<file path="src/rtl/im_loader.sv">
// -----------------------------------------------------------------------------
// im_loader
//   Writer side of the 4 KB instruction memory. Receives a byte stream over a
//   valid/ready handshake, assembles four bytes per 32-bit word in big-endian
//   (MIPS) order and writes words 0..len-1 through the IM write port. The CPU
//   is held in reset for the whole load; a one-cycle done pulse marks the end.
//
// Ports
//   clk        : rising-edge clock
//   rst_n      : asynchronous active-low reset
//   start      : one-cycle load request, only honoured while idle
//   len        : number of words to load (1..MAX_WORDS), sampled with start
//   byte_valid : byte_data carries a valid byte
//   byte_data  : incoming byte
//   byte_ready : loader takes a byte this cycle (transfer = valid & ready)
//   im_we      : IM write enable, one pulse per assembled word
//   im_addr    : IM word address (byte address bits [11:2])
//   im_din     : IM write data
//   busy       : load in progress (receiving or writing)
//   cpu_hold   : keep CPU in reset, from accepted start through the done cycle
//   done       : one-cycle pulse after the last word is written
//   err        : sticky flag, last start carried an illegal len
// -----------------------------------------------------------------------------
module im_loader #(
    parameter int ADDR_W    = 10,
    parameter int MAX_WORDS = 1024
) (
    input  logic              clk,
    input  logic              rst_n,
    input  logic              start,
    input  logic [ADDR_W:0]   len,
    input  logic              byte_valid,
    input  logic [7:0]        byte_data,
    output logic              byte_ready,
    output logic              im_we,
    output logic [ADDR_W-1:0] im_addr,
    output logic [31:0]       im_din,
    output logic              busy,
    output logic              cpu_hold,
    output logic              done,
    output logic              err
);

    typedef enum logic [1:0] {
        IDLE  = 2'd0,
        RECV  = 2'd1,
        WRITE = 2'd2,
        DONE  = 2'd3
    } state_t;

    // len is one bit wider than the address so MAX_WORDS itself fits.
    localparam logic [ADDR_W:0] MAX_LEN = (ADDR_W + 1)'(MAX_WORDS);
    localparam logic [ADDR_W:0] ONE_LEN = (ADDR_W + 1)'(1);

    state_t            state_q, state_d;
    logic              byte_ready_q, byte_ready_d;
    logic              im_we_q, im_we_d;
    logic [ADDR_W-1:0] im_addr_q, im_addr_d;
    logic [31:0]       im_din_q, im_din_d;
    logic              busy_q, busy_d;
    logic              cpu_hold_q, cpu_hold_d;
    logic              done_q, done_d;
    logic              err_q, err_d;
    logic [ADDR_W:0]   len_q, len_d;
    logic [ADDR_W-1:0] cnt_q, cnt_d;
    logic [1:0]        idx_q, idx_d;
    // Only the first three bytes need storing; the fourth goes straight to im_din.
    logic [23:0]       word_q, word_d;

    logic              len_ok;
    logic              xfer;
    logic              last_word;
    logic [ADDR_W:0]   len_m1;

    assign len_ok    = (len != '0) && (len <= MAX_LEN);
    assign xfer      = byte_valid && byte_ready_q;
    assign len_m1    = len_q - ONE_LEN;
    assign last_word = ({1'b0, cnt_q} == len_m1);

    always_comb begin
        state_d      = state_q;
        byte_ready_d = byte_ready_q;
        im_we_d      = 1'b0;
        im_addr_d    = im_addr_q;
        im_din_d     = im_din_q;
        busy_d       = busy_q;
        cpu_hold_d   = cpu_hold_q;
        done_d       = 1'b0;
        err_d        = err_q;
        len_d        = len_q;
        cnt_d        = cnt_q;
        idx_d        = idx_q;
        word_d       = word_q;

        case (state_q)
            IDLE: begin
                if (start) begin
                    if (len_ok) begin
                        len_d        = len;
                        cnt_d        = '0;
                        idx_d        = '0;
                        err_d        = 1'b0;
                        busy_d       = 1'b1;
                        cpu_hold_d   = 1'b1;
                        byte_ready_d = 1'b1;
                        state_d      = RECV;
                    end else begin
                        err_d = 1'b1;
                    end
                end
            end

            RECV: begin
                if (xfer) begin
                    word_d = {word_q[15:0], byte_data};
                    idx_d  = idx_q + 2'd1;
                    if (idx_q == 2'd3) begin
                        // Fourth byte: word is complete, write it next cycle.
                        byte_ready_d = 1'b0;
                        im_we_d      = 1'b1;
                        im_addr_d    = cnt_q;
                        im_din_d     = {word_q, byte_data};
                        state_d      = WRITE;
                    end
                end
            end

            WRITE: begin
                if (last_word) begin
                    done_d  = 1'b1;
                    busy_d  = 1'b0;
                    state_d = DONE;
                end else begin
                    cnt_d        = cnt_q + 1'b1;
                    idx_d        = '0;
                    byte_ready_d = 1'b1;
                    state_d      = RECV;
                end
            end

            DONE: begin
                cpu_hold_d = 1'b0;
                state_d    = IDLE;
            end

            default: state_d = IDLE;
        endcase
    end

    always_ff @(posedge clk or negedge rst_n) begin
        if (!rst_n) begin
            state_q      <= IDLE;
            byte_ready_q <= 1'b0;
            im_we_q      <= 1'b0;
            im_addr_q    <= '0;
            im_din_q     <= '0;
            busy_q       <= 1'b0;
            cpu_hold_q   <= 1'b0;
            done_q       <= 1'b0;
            err_q        <= 1'b0;
            len_q        <= '0;
            cnt_q        <= '0;
            idx_q        <= '0;
            word_q       <= '0;
        end else begin
            state_q      <= state_d;
            byte_ready_q <= byte_ready_d;
            im_we_q      <= im_we_d;
            im_addr_q    <= im_addr_d;
            im_din_q     <= im_din_d;
            busy_q       <= busy_d;
            cpu_hold_q   <= cpu_hold_d;
            done_q       <= done_d;
            err_q        <= err_d;
            len_q        <= len_d;
            cnt_q        <= cnt_d;
            idx_q        <= idx_d;
            word_q       <= word_d;
        end
    end

    assign byte_ready = byte_ready_q;
    assign im_we      = im_we_q;
    assign im_addr    = im_addr_q;
    assign im_din     = im_din_q;
    assign busy       = busy_q;
    assign cpu_hold   = cpu_hold_q;
    assign done       = done_q;
    assign err        = err_q;

endmodule

</file>
<file path="config.mk">
export PLATFORM = sky130hd
export DESIGN_NAME = im_loader
export DESIGN_NICKNAME = d
export VERILOG_FILES = /design/src/rtl/im_loader.sv
export SDC_FILE = /design/constraint.sdc
export NUM_CORES = 1
export LEC_CHECK = 0
export CAP_MARGIN = 20
export CORE_UTILIZATION = 29
export CTS_BUF_LIST = sky130_fd_sc_hd__clkbuf_4
export DETAILED_ROUTE_END_ITERATION = 10
export PLACE_DENSITY = 0.52
export SKIP_CTS_REPAIR_TIMING = 1
export SLEW_MARGIN = 30
export SYNTH_ARGS = -nofsm -noshare
export SYNTH_HDL_FRONTEND = slang
export SYNTH_SLANG_ARGS = --single-unit
export TNS_END_PERCENT = 5
</file>
<file path="constraint.sdc">
create_clock -name clk -period 2.3 [get_ports clk]
set_input_delay 0.46 -clock clk [delete_from_list [all_inputs] [get_ports clk]]
set_output_delay 0.46 -clock clk [all_outputs]
set_load 0.005 [all_outputs]
</file>
==> results_dict.tcl <==
set metrics [dict create \
    ys_types 47 \
    rsz0062_at_grt "yes" \
    post-route-util 0.4058 \
    wl_per_cell_um 14.60 \
    hold_violations 0 \
    die_h_um 124.3 \
    post-synth-top-area-fraction 0.5592 \
    maxSlewHeadroom 0.6799 \
    hold-path-endpoint "len_q[1]" \
    start_util 0.2975 \
    clkTransAtPathRegs_ps 150 \
    dieArea_um2 15460 \
    drive_above_1_share 0.2376 \
    status "complete, but fails checks" \
    routabilityCongestion 0.7510 \
    cap_violations 0 \
    synth_seq_area_share 0.5592 \
    cts_tree "done" \
    drc_errors 0 \
    antenna_found_initial 1 \
    r2r_start "len_q[5]" \
    synth_top_cell_by_area "dfrtp_1" \
    cts_sinks 97 \
    finalCriticalPeriod_ps 2350 \
    dr.pass1.iters 4 \
    clock-root-buffer "clkbuf_4" \
    max-clock-path-buffers 2 \
    yosys_warnings 0 \
    skew_ps 20.15 \
    num_rows 44 \
    r2r_cells 9 \
    dp.cells 699 \
    grt_usage 0.1393 \
    violations "negative setup slack" \
    dr_total_vias 3422 \
    numPortBuffers 70 \
    avgSynthCellArea_um2 10.09 \
    htree_levels 3 \
    min-delay-start "len[1]" \
    worst_pin_slew_ps 480.1 \
    fmax_mhz 425.6 \
    tns_ps -64.06 \
    core_area_um2 14590 \
    grt_max_degree 44 \
    drt_iter0_markers 152 \
    area_delta_synth_final_pct 36.41 \
    post-route-period-util 1.022 \
    cts_buffers 9 \
    start_kind "register" \
    syn_area_um2 4340 \
    ys_ff_latch 97 \
    fill_cells 1370 \
    arrival_ps 2750 \
    synthCells 430 \
    powerDensity_nw_per_um2 1098 \
    setup_ws_ps -49.80 \
    worst-path-max-fanout 5 \
    whs_ps 269.8 \
    netlist_top_cells_area "dfrtp_1 56%, nand2_1 13%, mux2_2 8.3%" \
    synth_flop_cell "dfrtp_1" \
    grt_overflow 0 \
    clk_latency_ps 450 \
    dp_hpwl_um 7260 \
    r2r-end "cnt_q[9]" \
    synth_edf_count 0 \
    drtAntennaViolNets 0 \
    finalNonFillerCells 728 \
    syn-num-nets 456 \
    crit_required_ps 2700 \
    dp_slack_ps -647.7 \
    synth-async-reset-ratio 1.000 \
    die_w_um 124.3 \
    grt_pass1_wl_um 17390 \
    io_pins 71 \
    cp-end-kind "register" \
    p_leak_uw 0.002753 \
    setup_violations 3 \
    r2r_slack_ps -50 \
    via_per_inst 4.701 \
    min_path_type "in2reg" \
    vdd_drop_max_v 0.0003129 \
    wirelength_um 10630 \
    worstSetupPathType "reg2reg" \
    nNetsFinal 565 \
    maxSlewViolCount 0 \
    holdPathStages 3 \
    grt_pass1_vias 3372 \
]
power by group:
part / internal, uW / switching [uW]
clock: 330 / 579
sequential: 2340 / 471
combinational: 1600 / 1180
metrics by stage:
step | total power [uW] | cell area, um^2
floorplan | 4154 | 4340
global placement | 5381 | 5503
detailed placement | 5453 | 5503
CTS | 6395 | 5638
global route | 7017 | 5921
finish | 6502 | 5921
cell type report:
cell class | count | area, um^2 | area share
timing repair buffer | 119 | 1185 | 0.2001
antenna | 1 | 2.502 | 0.0004227
clock buffer | 9 | 67.56 | 0.01141
sequential | 97 | 2429 | 0.4102
multi-input combinational | 305 | 1913 | 0.3231
clock inverter | 6 | 67.56 | 0.01141
tap | 184 | 230.2 | 0.03888
inverter | 7 | 26.28 | 0.004438
worst max-delay path, cell delays in order, from the launching register on:
cell,delay (ps)
dfrtp_2,460
nor4_4,330
buf_4,190
a21oi_2,60
a211oi_2,190
a21oi_1,110
and3_4,200
buf_12,140
or4_4,500
a21oi_2,130
layout by cell type, fill, tap and decap left out, types with 3 or more instances in the layout:
master,instances
or4_1,4
nand2_1,146
a21oi_2,4
o21ai_0,7
nor3_1,5
xor2_1,4
buf_6,3
inv_1,4
nand3_1,3
and3_1,3
nand2b_1,4
o211ai_1,5
dlymetal6s2s_1,8
dfrtp_1,96
xnor2_1,8
o21ai_1,3
clkbuf_4,9
nor2b_1,3
mux2_2,32
or4_4,6
nand4_1,6
clkdlybuf4s50_1,61
or3_1,3
a21oi_1,7
nor2_1,11
and2_1,3
buf_12,4
buf_4,40
synth_stat cells (2+ instances only):
cell	number
and3_1	4
mux2_2	32
o31ai_1	3
o21ai_0	8
buf_2	4
nor3_1	5
inv_1	6
or3_1	4
and2_1	3
nand2_1	148
a211oi_1	3
nand2b_1	5
o21bai_1	2
ha_1	3
o21ai_1	3
or4_1	8
nor2_1	12
dfrtp_1	97
nand4_1	6
nand3_1	4
clkbuf_1	15
xnor2_1	9
a31oi_1	2
xor2_1	4
nor2b_1	3
o211ai_1	5
or4_4	2
a21oi_1	11
how the worst max path moves through the flow:
stage	startpoint	to	slack, ps
global route	len_q[1]	cnt_q[0]	-110
CTS	len_q[1]	cnt_q[9]	-240
detailed placement	len[8]	cnt_q[9]	-650
global placement	len[8]	cnt_q[9]	-630
finish	len_q[5]	cnt_q[9]	-50
floorplan	len[8]	cnt_q[5]	-110
sequential cells by signal, indices dropped and copies added, names as in the netlist:
signal,flops
busy,1
byte_ready,1
cnt_q,10
cpu_hold,1
done,1
err,1
idx_q,2
im_addr,10
im_din,32
im_we,1
len_q,11
state_q,2
word_q,24
logic make-up (layout without fill, tap and decap cells):
kind of cell	Yosys count	in the layout	synth area share
multiplexers	32	32	0.08302
buffers and inverters	28	141	0.02709
AO/OA/AOI/OAI	44	44	0.07207
AND/OR/NAND/NOR	213	213	0.2237
other	0	1	0
adder cells (fa/ha/maj)	3	3	0.008649
XOR/XNOR	13	13	0.02623
flip-flops	97	97	0.5592
layer usage:
metal	share of wire	wire, um	up-vias	track usage
met1	0.49	5236	1677	0.1889
met2	0.46	4906	61	0.2220
met3	0.030	322	15	0.02534
met5	0	0	-	0
met4	0.015	160	0	0.05032
li1	-	-	1669	-
No activity file was read; power rests on OpenSTA's default activity.
